==> config.mk <==
export PLATFORM = sky130hd
export DESIGN_NAME = uart_tx_arbiter
export DESIGN_NICKNAME = d
export VERILOG_FILES = /design/src/rtl/uart_pkg.sv /design/src/rtl/rr_arbiter.sv /design/src/rtl/uart_tx_arbiter.sv
export SDC_FILE = /design/constraint.sdc
export NUM_CORES = 1
export LEC_CHECK = 0
export BUFFER_PORTS_ARGS = -buffer_cell sky130_fd_sc_hd__clkbuf_2
export CELL_PAD_IN_SITES_DETAIL_PLACEMENT = 1
export CELL_PAD_IN_SITES_GLOBAL_PLACEMENT = 2
export CORE_ASPECT_RATIO = 0.8
export CORE_UTILIZATION = 32
export CTS_BUF_LIST = sky130_fd_sc_hd__clkbuf_16
export CTS_CLUSTER_SIZE = 24
export DETAILED_ROUTE_END_ITERATION = 7
export PLACE_DENSITY = 0.83
export SYNTH_ARGS = -nofsm -noshare
export SYNTH_HDL_FRONTEND = slang
export SYNTH_SLANG_ARGS = --single-unit
==> constraint.sdc <==
create_clock -name clk_i -period 5.9 [get_ports clk_i]
set_input_delay 1.18 -clock clk_i [delete_from_list [all_inputs] [get_ports clk_i]]
set_output_delay 1.18 -clock clk_i [all_outputs]
set_load 0.02 [all_outputs]
==> src/rtl/uart_pkg.sv <==
// Shared UART definitions: arbiter FSM state encoding and the default byte width.
package uart_pkg;

  localparam int UART_DATA_WIDTH = 8;

  typedef enum logic [1:0] {
    IDLE      = 2'd0,
    START     = 2'd1,
    WAIT_DONE = 2'd2
  } uart_arb_state_t;

endpackage

==> src/rtl/rr_arbiter.sv <==
// Combinational round-robin picker: first set request after `last`, wrapping mod NUM_REQ.
// Zero latency; no grant when no request is set.
module rr_arbiter #(
  parameter int NUM_REQ = 4,
  parameter int IDX_W   = $clog2(NUM_REQ)
) (
  input  logic [NUM_REQ-1:0] req,
  input  logic [IDX_W-1:0]   last,
  output logic [NUM_REQ-1:0] gnt_onehot,
  output logic [IDX_W-1:0]   gnt_idx
);

  int               cand;
  logic [IDX_W-1:0] cidx;
  logic             found;

  always_comb begin
    gnt_onehot = '0;
    gnt_idx    = '0;
    found      = 1'b0;
    cand       = 0;
    cidx       = '0;
    for (int i = 1; i <= NUM_REQ; i++) begin
      cand = (int'(last) + i) % NUM_REQ;
      cidx = IDX_W'(cand);
      if (!found && req[cidx]) begin
        found            = 1'b1;
        gnt_onehot[cidx] = 1'b1;
        gnt_idx          = cidx;
      end
    end
  end

endmodule

==> src/rtl/uart_tx_arbiter.sv <==
// Round-robin share of one UART transmitter: accept at T, start pulse at T+1, hold until done/watchdog.
// Requesters see ready only in IDLE, so a byte waits in its producer while the transmitter is busy.
module uart_tx_arbiter
  import uart_pkg::*;
#(
  parameter int NUM_REQ       = 4,
  parameter int DATA_WIDTH    = UART_DATA_WIDTH,
  parameter int TIMEOUT_WIDTH = 16,
  parameter int IDX_W         = $clog2(NUM_REQ)
) (
  input  logic                          clk_i,
  input  logic                          rst_i,
  input  logic [NUM_REQ-1:0]            req_valid_i,
  input  logic [NUM_REQ*DATA_WIDTH-1:0] req_data_i,
  output logic [NUM_REQ-1:0]            req_ready_o,
  input  logic [TIMEOUT_WIDTH-1:0]      timeout_i,
  output logic                          tx_start_o,
  output logic [DATA_WIDTH-1:0]         tx_data_o,
  input  logic                          tx_done_i,
  output logic [IDX_W-1:0]              grant_id_o,
  output logic                          busy_o,
  output logic                          timeout_err_o
);

  uart_arb_state_t          state_q, state_d;
  logic [DATA_WIDTH-1:0]    data_q;
  logic [IDX_W-1:0]         grant_q;
  logic [IDX_W-1:0]         last_q;
  logic [TIMEOUT_WIDTH-1:0] wait_cnt_q;
  logic [NUM_REQ-1:0]       arb_onehot;
  logic [IDX_W-1:0]         arb_idx;
  logic                     wd_hit;

  rr_arbiter #(
    .NUM_REQ (NUM_REQ),
    .IDX_W   (IDX_W)
  ) u_rr (
    .req        (req_valid_i),
    .last       (last_q),
    .gnt_onehot (arb_onehot),
    .gnt_idx    (arb_idx)
  );

  // Limit reached; a zero limit means the watchdog never fires.
  assign wd_hit = (timeout_i != '0) && (wait_cnt_q == timeout_i - TIMEOUT_WIDTH'(1));

  always_ff @(posedge clk_i) begin
    if (rst_i) state_q <= IDLE;
    else       state_q <= state_d;
  end

  always_comb begin
    state_d = state_q;
    case (state_q)
      IDLE:      if (|req_valid_i) state_d = START;
      START:     state_d = WAIT_DONE;
      WAIT_DONE: if (tx_done_i || wd_hit) state_d = IDLE;
      default:   state_d = IDLE;
    endcase
  end

  // Pulses are suppressed while reset is held so a reset edge never emits start or error.
  always_comb begin
    req_ready_o   = '0;
    tx_start_o    = 1'b0;
    timeout_err_o = 1'b0;
    if (!rst_i) begin
      case (state_q)
        IDLE:      req_ready_o   = arb_onehot;
        START:     tx_start_o    = 1'b1;
        WAIT_DONE: timeout_err_o = wd_hit && !tx_done_i;
        default:   ;
      endcase
    end
  end

  always_ff @(posedge clk_i) begin
    if (rst_i) begin
      data_q     <= '0;
      grant_q    <= '0;
      last_q     <= IDX_W'(NUM_REQ - 1);
      wait_cnt_q <= '0;
    end else begin
      case (state_q)
        IDLE: begin
          if (|req_valid_i) begin
            data_q  <= req_data_i[int'(arb_idx)*DATA_WIDTH +: DATA_WIDTH];
            grant_q <= arb_idx;
          end
        end
        START: wait_cnt_q <= '0;
        WAIT_DONE: begin
          if (wait_cnt_q != '1) wait_cnt_q <= wait_cnt_q + TIMEOUT_WIDTH'(1);
          if (tx_done_i || wd_hit) last_q <= grant_q;
        end
        default: ;
      endcase
    end
  end

  assign tx_data_o  = data_q;
  assign grant_id_o = grant_q;
  assign busy_o     = (state_q != IDLE);

endmodule

## Yosys cells after proc, flatten, opt, wreduce, memory -nomap -nowiden

Index checks and enable logic that the tools add are counted.

| word-level totals | value |
|---|---|
| register bits | 30 |
| output and inout bits | 17 |
| logic and storage cells | 91 |

| cells by class | value |
|---|---|
| add/subtract/negate cells | 6 |
| magnitude comparators | 8 |
| eq/ne operators | 7 |
| shift operators | 1 |
| mux-type cells | 38 |
| bitwise logic cells | 3 |
| reduce and logical (&&, ||, !) cells | 23 |

Operator list:

| kind | count |
|---|---|
| $pmux 16 s2 | 1 |
| $shiftx 32x6->8 | 1 |
| $mux 4 | 6 |
| $add 16x1->16 const B | 1 |
| $eq 16x16->1 | 1 |
| $mux 16 | 1 |
| $ne 16x16->1 const B | 1 |
| $reduce_bool 16->1 | 1 |
| $sub 16x1->16 const B | 1 |
| $mux 1 | 15 |
| $lt 2x3->1 const B | 4 |
| $mux 2 | 6 |
| $or 4x4->4 | 3 |
| $logic_and 1x1->1 | 9 |
| $bmux 1 s2 | 4 |
| $demux 1 s2 | 4 |
| $ge 2x1->1 const B | 4 |
| $reduce_and 2->1 | 4 |
| $ne 2x2->1 const B | 3 |
| $pmux 2 s3 | 1 |
| $add 2x1->2 const B | 2 |
| $add 2x2->2 const B | 2 |
| $logic_not 1->1 | 4 |
| $reduce_bool 2->1 | 2 |
| other kinds (5) | 5 |

## Longest topological paths before layout

Gate-level depths: netlist of the first run.

| logic depth | value |
|---|---|
| depth in word-level cells | 15 |
| mapped depth | 12 |
| gate-level depth less buffers | 9 |

## Modules after synthesis

From an unflattened synthesis of the first run, not the netlist that was laid out.

| second synthesis, totals | value |
|---|---|
| cell total of the unflattened synthesis | 354 |
| area total of the unflattened synthesis | 2797.7 um^2 |

By module, submodules not included:

| module | times used | cells an instance | area each (um^2) |
|---|---|---|---|
| uart_tx_arbiter | 1 | 295 | 2307.2 |
| rr_arbiter | 1 | 59 | 490.5 |

## Worst setup path after synthesis of the first run

No wires, ideal clock.

| timing | value |
|---|---|
| path kind | input to output |
| start point | in timeout_i[0] |
| end point | out timeout_err_o |
| arrival | 3.051 ns |
| data required time | 4.720 ns |
| setup slack | 1.669 ns |
| cell stages on the path | 8 |
| buffers on the path | 0 |
| cells stage by stage | inv_1 > ha_1 > nor2b_1 > nand3b_1 > a211oi_1 > nand4_1 > or4_4 > and4bb_2 |

| between the ends | value |
|---|---|
| cells in the longest elaborated chain, start to end | 6 |
| elaborated cells on any way between the ends | 7 |

RTL lines:

| element | line | RTL |
|---|---|---|
| start, declared | uart_tx_arbiter.sv:16 | `input logic [TIMEOUT_WIDTH-1:0] timeout_i,` |
| $sub 16x1->16 | uart_tx_arbiter.sv:45 | `assign wd_hit = (timeout_i != '0) && (wait_cnt_q == timeout_i - TIMEOUT_WIDTH'(1));` |
| $eq 16x16->1 | uart_tx_arbiter.sv:45 |  |
| $logic_and 1x1->1 (*) | uart_tx_arbiter.sv:45 |  |
| $logic_and 1x1->1 (*) | uart_tx_arbiter.sv:71 | `WAIT_DONE: timeout_err_o = wd_hit && !tx_done_i;` |
| $mux 1 (*) | uart_tx_arbiter.sv:68 | `case (state_q)` |
| $mux 1 (*) | uart_tx_arbiter.sv:67 | `if (!rst_i) begin` |
| end, declared | uart_tx_arbiter.sv:22 | `output logic timeout_err_o` |

Mark *: on every way between the ends. The rest lies on a longest branch, timed or not.

## Worst setup path after layout of the first run

Ends and elaborated chain as after synthesis.

==> metrics.md, run 1 <==
| Metric | Value |
|---|---|
| Status | `finished, final reports clean` |
| Cell Count Post-Placement | `roughly 480` |
| Placed Area | `2970 sq um` |
| Core box area | `around 7600 sq um` |
| Worst skew pair latency | `0.27 ns` |
| Clk root buf | `clkbuf_16` |
| Crit path DAT | `3.50 ns` |
| Min Tclk post-route | `approximately 4.7 ns` |
| Max Cap Violations | `0` |
| Multi-input gate area | `1853 sq um` |
| CTS Hold Bufs | `0` |
| Die width | `101.8 microns` |
| Maximum net fanout on the critical path | `5` |
| CTS tree | `done` |
| CTS buffer count | `5` |
| CTS clock-pin slew for the worst setup and hold paths | `0.05 ns` |
| Flops & latches, synth | `30` |
| Most Used Layer, Global Route | `met2` |
| Nets@finish | `445` |
| Post-Place Setup Slack | `1.218 ns` |
| Synth Instances | `317` |
| Worst Tran Pin Value | `approximately 1.2 ns` |
| Sw Share | `between 30 and 40%` |
| Vias/cell | `5.367` |
| Layout cells sized above 1 | `approximately 25%` |
| Maximum vdd drop | `0.0001230 V` |
| Worst EP required | `4.72 ns` |
| PD cells | `232.5 nW/um^2` |
| Post-route ant nets | `0` |
| Max Slew Vio Count | `0` |
| Setup ws final | `approximately 1.2 ns` |
| Fill count | `around 980` |
| DP HPWL | `5874 microns` |
| Initial antenna violation count | `0` |
| Commonest non-fill, non-tap cell in the layout | `clkbuf_2` |
| GR Util All Layers | `19.07%` |
| Design area | `3129 sq um` |
| Post-CTS Setup Inserts | `0` |
| Post-synth net total | `382` |
| Seq/Total Area, Yosys | `a little under a quarter` |
| Die area | `between 8000 and 9000 sq um` |
| Max clock buf depth | `2` |
| # clock sinks | `30` |
| Gpl congestion | `0.7595` |
| Count of flip-flops with a built-in enable after synthesis | `0` |
| Post-Layout Cell Count | `485` |
| Register area | `600.6 sq um` |
| Critical Path Source Type | `primary input` |
| Inserted Diodes | `0` |
| Setup violators final | `0` |
| Internal power | `0.5007 mW` |
| Max transition margin | `around a fifth` |
| Setup Crit Path Kind | `in -> out` |
| Main synth FF type | `dfxtp_1` |
| DR vias | `2603` |
| Synthesized area | `2547 sq um` |
| Final worst path period share | `79.27%` |
| Number of global-route vias before repair | `2559` |
| Synth warnings | `0` |
| Post-layout util | `41.35%` |
| Post-CTS Resized | `0` |
| Clock Skews | `0.002768 ns` |
| Most frequent cells in the layout | `71 x clkbuf_2, 46 x nor2_1, 30 x dfxtp_1` |
| Hold Violations, Final | `0` |
| Routed WL | `7548 microns` |
| Combinational share of power | `slightly below 30%` |
| PortBufs | `71` |
| Initial Util | `33.66%` |
| Post-synthesis async set-or-reset flop share | `0%` |
| Drt drc | `0` |
| Setup TNS Final | `0 ns` |
| Static leakage | `1.251 nW` |
| M3 GR Usage | `2.553%` |
| Largest net degree at the start of global routing | `23` |
| Routed WL per cell | `15.56 microns` |
| Clock power frac | `38.7%` |
| RSZ-0062 raised after global routing | `false` |
| Die height | `81.81 microns` |
| Fmax | `0.2138 GHz` |
| Syn avg cell area | `8.036 sq um` |
| Met2 Use GR | `30.61%` |
| Reg power frac | `between 30 and 40%` |
| Worst Hold Class | `reg -> reg` |
| First-pass GRT wire length | `12450 microns` |
| Drt initial violations | `61` |
| Crit. End Element | `output port` |
| Htree depth | `2` |
| Unique masters post-synth | `55` |
| Grt total ovfl | `0` |
| I/O pins | `72` |
| Sw power | `roughly 0.23 mW` |
| Initial DRT Pass Iterations | `4` |
| Met1 Track Usage GR | `26.45%` |
| Area Overhead vs Synth | `22.84%` |
| Rows | `28` |
## state kept, by name, summed over array words and instances, names as in the netlist
name	cells
tx_data_o	8
wait_cnt_q	16
state_q	2
grant_id_o	2
last_q	2
## synthesized netlist by cell type, drive strengths merged, types with 6 or more instances
cell / n / share of area, %
nand3: 10 / 2.5
mux2i: 22 / 8.6
nor2b: 7 / 1.7
nand2: 15 / 2.2
xnor2: 16 / 5.5
a21oi: 23 / 4.5
a211oi: 6 / 1.8
nor3: 9 / 1.8
nand4: 7 / 1.7
ha: 10 / 4.9
nor2: 46 / 6.8
dfxtp: 30 / 24
clkbuf: 12 / 1.8
xor2: 8 / 2.8
o21ai: 9 / 1.8
nor4: 6 / 2.1
a221oi: 12 / 4.1
inv: 7 / 1.0
## critical path, cell delays in order
cell	delay (ns)
clkbuf_2	0.11
inv_1	0.06
ha_1	0.17
nor2b_1	0.43
nand3b_1	0.14
a211oi_1	0.26
nand4_1	0.11
or4_4	0.55
and4bb_2	0.32
clkbuf_2	0.17
## metrics by stage
| stage | hold slack, ns | total power, mW |
|---|---|---|
| after floorplan | 0.5006 | 0.3810 |
| after global placement | 0.5156 | 0.4447 |
| after detailed placement | 0.5179 | 0.4520 |
| after CTS | 0.5340 | 0.7363 |
| after global routing | 0.5656 | 0.7663 |
| final | 0.5312 | 0.7275 |
## routing by layer
metal	share of wire (%)	vias to the layer above
met3	2.8	8
li1	-	1301
met5	0	-
met1	51	1249
met2	45	45
met4	1.1	0
## kinds of logic (layout without fill, tap and decap cells)
kind of cell             after synthesis  in the layout  synth area share (%)
AO/OA/AOI/OAI                         71             71                 19.45
XOR/XNOR                              24             24                 8.251
adder cells (fa/ha/maj)               10             10                 4.912
buffers and inverters                 23             86                 3.880
flip-flops                            30             30                 23.58
multiplexers                          25             25                 11.30
AND/OR/NAND/NOR                      134            134                 28.63
## worst paths after layout
check	depth (start not counted)	slack, ns	from	end
worst min-delay path	2	0.53	tx_data_o[3]	tx_data_o[3]
worst max-delay path	10	1.22	timeout_i[0]	timeout_err_o
worst max register to register	9	1.88	last_q[0]	tx_data_o[5]
worst min register to register	2	0.53	tx_data_o[3]	tx_data_o[3]
## power groups by stage
stage               logic (mW)  clock network, mW  registers (mW)
floorplan                0.130                  0           0.251
global placement         0.208                  0           0.237
detailed placement       0.215                  0           0.237
CTS                      0.216              0.287           0.233
global route             0.235              0.295           0.236
finish                   0.213              0.281           0.233
## layout make-up
cell class	instances	share of cell area, %
multi-input cells	264	59.22
flip-flops and latches	30	19.19
repair buffers	71	11.36
well taps	105	4.198
clock buffers	5	3.998
clock inverters	2	1.080
inverters	8	0.9596
No activity file was read; power rests on OpenSTA's default activity.
==> inputs of run 2 (changes only) <==
--- a/config.mk
+++ b/config.mk
@@ -9,11 +9,11 @@
 export CELL_PAD_IN_SITES_DETAIL_PLACEMENT = 1
 export CELL_PAD_IN_SITES_GLOBAL_PLACEMENT = 2
 export CORE_ASPECT_RATIO = 0.8
-export CORE_UTILIZATION = 32
+export CORE_UTILIZATION = 27
 export CTS_BUF_LIST = sky130_fd_sc_hd__clkbuf_16
 export CTS_CLUSTER_SIZE = 24
 export DETAILED_ROUTE_END_ITERATION = 7
-export PLACE_DENSITY = 0.83
+export PLACE_DENSITY = 0.74
 export SYNTH_ARGS = -nofsm -noshare
 export SYNTH_HDL_FRONTEND = slang
 export SYNTH_SLANG_ARGS = --single-unit
==> constraint.sdc (replaced) <==
create_clock -name clk_i -period 4 [get_ports clk_i]
set_input_delay 0.8 -clock clk_i [delete_from_list [all_inputs] [get_ports clk_i]]
set_output_delay 0.8 -clock clk_i [all_outputs]
set_load 0.02 [all_outputs]
==> metrics.md, run 2 (synthesis gave the netlist of run 1 again) <==
| Metric | Value |
|---|---|
| WP buf/inv | `3` |
| Clock Skews | `0.005480 ns` |
| Slowest cell on crit path | `or4_4` |
| Post-layout util | `34.62%` |
| PortBufs | `71` |
| Clk root buf | `clkbuf_16` |
| Drt initial violations | `51` |
| Largest register FFs | `16` |
| Initial DRT Pass Iterations | `4` |
| Setup TNS Final | `0 ns` |
| I/O pins | `just over 70` |
| Reg-to-reg critical path startpoint | `last_q[1]` |
| DR vias | `2587` |
| Number of global-route vias before repair | `2564` |
| Post-Place Setup Slack | `0.05241 ns` |
| Critical path, cell by cell | `clkbuf_2, inv_1, ha_1, nor2b_2, nand3b_1, a211oi_1, nand4_1, or4_4, and4bb_2, clkbuf_2` |
| Static leakage | `1.272 nW` |
| Initial Util | `27.95%` |
| Setup ws final | `roughly 0.21 ns` |
| Post-CTS Setup Inserts | `0` |
| Sw power | `0.3330 mW` |
| Combinational share of power | `approximately a third` |
| Hold depth | `2` |
| CP max stage delay | `~0.55 ns` |
| Max clock buf depth | `2` |
| Gpl congestion | `0.7605` |
| CTS tree | `done` |
| Area Overhead vs Synth | `23.87%` |
| Inserted Diodes | `0` |
| Crit path DAT | `2.99 ns` |
| Design area | `3156 sq um` |
| Critical Path Source Type | `primary input` |
| Most flops, register | `wait_cnt_q` |
| DP HPWL | `between 5000 and 6000 microns` |
| Most frequent cells in the layout | `71 x clkbuf_2, 46 x nor2_1, 30 x dfxtp_1` |
| Post-route ant nets | `0` |
| Post-Layout Cell Count | `500` |
| Min Tclk post-route | `3.790 ns` |
| CTS Hold Bufs | `0` |
| Commonest non-fill, non-tap cell in the layout | `clkbuf_2` |
| CP most frequent cell | `clkbuf_2` |
| Core box area | `9115 sq um` |
| Hold Violations, Final | `0` |
| Fmax | `0.2639 GHz` |
| Setup Crit Path Kind | `in -> out` |
| RSZ-0062 raised after global routing | `false` |
| Critical Path Start | `timeout_i[0]` |
| CTS clock-pin slew for the worst setup and hold paths | `0.05 ns` |
| Sw Share | `32.97%` |
| Setup violators final | `0` |
| Grt total ovfl | `0` |
| Max transition margin | `between 20% and 30%` |
| Rows | `31` |
| Vias/cell | `5.174` |
| Status | `finished, final reports clean` |
| Internal power | `between 0.6 and 0.7 mW` |
| Worst Tran Pin Value | `1.039 ns` |
| Hold slack | `0.5285 ns` |
| Largest net degree at the start of global routing | `23` |
| Die width | `about 110 microns` |
| # clock sinks | `30` |
| Crit. End Element | `output port` |
| Drt drc | `0` |
| Maximum net fanout on the critical path | `5` |
| Depth of the most critical reg-to-reg path | `8` |
| Worst Hold Class | `reg -> reg` |
| Nets@finish | `450` |
| Hold Path Origin | `grant_id_o[0]` |
| First-pass GRT wire length | `~13000 microns` |
| GR Util All Layers | `15.89%` |
| Reg power frac | `33.9%` |
| Overall power | `a little over 1 mW` |
| Max Slew Vio Count | `0` |
| Worst skew pair latency | `0.28 ns` |
| CTS buffer count | `5` |
| Initial antenna violation count | `0` |
| Htree depth | `2` |
| PD cells | `320.1 nW/um^2` |
| Clock power frac | `34.4%` |
| Routed WL | `between 7000 and 8000 microns` |
| Crit-path leading delay family | `simple AND/OR/NAND/NOR gates` |
| Max Cap Violations | `0` |
| Routed WL per cell | `15.09 microns` |
| Cell Count Post-Placement | `493` |
| Worst EP required | `3.20 ns` |
| Die height | `88.88 microns` |
| Maximum vdd drop | `0.0001218 V` |
| Placed Area | `3020 sq um` |
| CP Depth | `10` |
| Layout cells sized above 1 | `~26%` |
| Final worst path period share | `94.74%` |
| Die area | `roughly 9800 sq um` |
-- run 2: final cells by class --
class / instances / area (sq um)
Fill cell: 1145 / 5959
Multi-Input combinational cell: 264 / 1856
Sequential cell: 30 / 600.6
Timing Repair Buffer: 76 / 392.9
Tap cell: 115 / 143.9
Clock buffer: 5 / 125.1
Inverter: 8 / 30.03
Clock inverter: 2 / 7.507
-- run 2: repair_timing --
item,in CTS,in global routing
gates resized for setup,0,1
endpoints found under the setup margin,0,1
endpoints found under the hold margin,0,0
-- run 2: worst paths after layout --
| check | endpoint | slack (ns) |
|---|---|---|
| worst min register to register | grant_id_o[0] | 0.53 |
| worst max-delay path | timeout_err_o | 0.21 |
| worst max register to register | tx_data_o[6] | 0.91 |
| worst min-delay path | grant_id_o[0] | 0.53 |
-- run 2: worst reg2reg max path, cell delays in order (launching register included) --
cell	delay, ns
dfxtp_1	0.56
inv_1	0.24
ha_1	0.46
mux4_2	0.34
nor2b_1	0.20
o21ai_0	0.20
o21a_1	0.19
nor2b_1	0.57
a221oi_1	0.17
-- run 2: layer usage --
layer  wire length, microns  vias up  GRT usage (%)  part of all wire (%)
li1                       -     1311              -                     -
met1                   4049     1219          22.56                    54
met2                   3143       50          24.68                    42
met3                    271        7          2.877                   3.6
met4                     82        0          4.364                   1.1
met5                      0        -              0                     0
-- run 2: power groups by stage --
stage | sequential [mW] | combinational, mW | clock, mW
floorplan | 0.371 | 0.191 | 0
detailed placement | 0.349 | 0.323 | 0
finish | 0.343 | 0.320 | 0.348
global placement | 0.347 | 0.317 | 0
global route | 0.346 | 0.355 | 0.376
CTS | 0.343 | 0.324 | 0.364
==> inputs of run 3 (changes only) <==
--- a/config.mk
+++ b/config.mk
@@ -9,6 +9,7 @@
 export CELL_PAD_IN_SITES_DETAIL_PLACEMENT = 1
 export CELL_PAD_IN_SITES_GLOBAL_PLACEMENT = 2
 export CORE_ASPECT_RATIO = 0.8
+export CORE_MARGIN = 2
 export CORE_UTILIZATION = 27
 export CTS_BUF_LIST = sky130_fd_sc_hd__clkbuf_16
 export CTS_CLUSTER_SIZE = 24
==> metrics.md, run 3 (synthesis gave the netlist of run 1 again) <==
| Metric | Value |
|---|---|
| Status | `finished, final reports clean` |
| Hold slack | `0.5249 ns` |
| WP buf/inv | `3` |
| Number of global-route vias before repair | `between 2000 and 3000` |
| Critical Path Source Type | `primary input` |
| CP max stage delay | `between 0.5 and 0.6 ns` |
| Crit. End Element | `output port` |
| Placed Area | `3020 sq um` |
| Rows | `31` |
| Core box area | `9115 sq um` |
| Gpl congestion | `0.7855` |
| Post-CTS Setup Inserts | `0` |
| Cell Count Post-Placement | `493` |
| Post-CTS Resized | `0` |
| Critical path, cell by cell | `clkbuf_2, inv_1, ha_1, nor2b_2, nand3b_1, a211oi_1, nand4_1, or4_4, and4bb_2, clkbuf_2` |
| Maximum vdd drop | `0.0001829 V` |
| Max Slew Vio Count | `0` |
| I/O pins | `72` |
| Fmax | `0.2657 GHz` |
| Hold Violations, Final | `0` |
| Setup TNS Final | `0 ns` |
| Initial Util | `between 20% and 30%` |
| Worst Hold Class | `reg -> reg` |
| Initial DRT Pass Iterations | `4` |
| Largest register FFs | `16` |
| Crit path DAT | `just under 3 ns` |
| Most frequent cells in the layout | `71 x clkbuf_2, 46 x nor2_1, 30 x dfxtp_1` |
| Initial antenna violation count | `0` |
| Max transition margin | `33.11%` |
| Die height | `90.88 microns` |
| Inserted Diodes | `0` |
| Min Tclk post-route | `3.763 ns` |
| Worst Tran Pin Value | `0.9903 ns` |
| PD cells | `between 300 and 400 nW/um^2` |
| Most flops, register | `wait_cnt_q` |
| Drt initial violations | `156` |
| # clock sinks | `30` |
| Max clock buf depth | `2` |
| Nets@finish | `450` |
| Routed WL | `7634 microns` |
| Commonest non-fill, non-tap cell in the layout | `clkbuf_2` |
| Max Cap Violations | `0` |
| CTS tree | `done` |
| Post-route ant nets | `0` |
| Die width | `112.6 microns` |
| First-pass GRT wire length | `around 13000 microns` |
| Vias/cell | `approximately 5.1` |
| GR Util All Layers | `15.50%` |
| Routed WL per cell | `15.30 microns` |
| Setup violators final | `0` |
| Die area | `about 10000 sq um` |
| DP HPWL | `between 6000 and 7000 microns` |
| Worst EP required | `3.20 ns` |
| Layout cells sized above 1 | `26.04%` |
| CTS buffer count | `5` |
| Setup Crit Path Kind | `in -> out` |
| Clk root buf | `clkbuf_16` |
| Maximum net fanout on the critical path | `5` |
| Drt drc | `0` |
| CP most frequent cell | `clkbuf_2` |
| Grt total ovfl | `0` |
| RSZ-0062 raised after global routing | `false` |
| Final worst path period share | `94.09%` |
| Post-layout util | `34.58%` |
| Static leakage | `1.263 nW` |
| Largest net degree at the start of global routing | `23` |
| Slowest cell on crit path | `or4_4` |
| Clock Skews | `slightly below 0.005 ns` |
| Htree depth | `2` |
| Crit-path leading delay family | `simple AND/OR/NAND/NOR gates` |
| CTS Hold Bufs | `0` |
| Post-Layout Cell Count | `499` |
| Design area | `3152 sq um` |
| PortBufs | `between 70 and 80` |
| DR vias | `~2600` |
| Area Overhead vs Synth | `23.72%` |
| CTS clock-pin slew for the worst setup and hold paths | `0.05 ns` |
| Worst skew pair latency | `0.27 ns` |
## run 3: tightest hold or removal path: cells and delay by family (launching register included)
| family | cells | cell delay (ns) |
|---|---|---|
| flops | 1 | 0.30 |
| compound gates | 2 | 0.16 |
## run 3: final timing paths
kind	startpoint	end	slack [ns]	cells after the start
max	timeout_i[0]	timeout_err_o	0.24	10
min	tx_data_o[4]	tx_data_o[4]	0.52	2
max reg2reg	last_q[1]	tx_data_o[6]	0.91	8
min reg2reg	tx_data_o[4]	tx_data_o[4]	0.52	2
## run 3: routing by layer
metal	track usage [%]	wire length (microns)	up-vias
met5	0	0	-
met4	3.659	61	0
met3	2.819	335	4
met2	23.15	3343	54
met1	22.91	3894	1198
li1	-	-	1309
## run 3: layout make-up
cell class,instances,area [sq um]
clock buffer,5,125.1
clock inverter,1,3.754
fill,1107,5963
inverter,8,30.03
multi-input combinational,264,1856
sequential,30,600.6
tap,115,143.9
timing repair buffer,76,392.9
## run 3: stage by stage
| stage | total power, mW | setup slack, ns |
|---|---|---|
| after global placement | 0.6649 | 0.1635 |
| after floorplan | 0.5620 | 0.5293 |
| after global routing | 1.069 | 0.03339 |
| after detailed placement | 0.6724 | 0.08178 |
| after CTS | 1.019 | 0.06890 |
| final | 1.004 | 0.2366 |
## run 3: power breakdown
group,switching [mW],internal (mW),total [mW]
Sequential,0.0185,0.325,0.343
Clock,0.122,0.220,0.342
Combinational,0.188,0.131,0.319
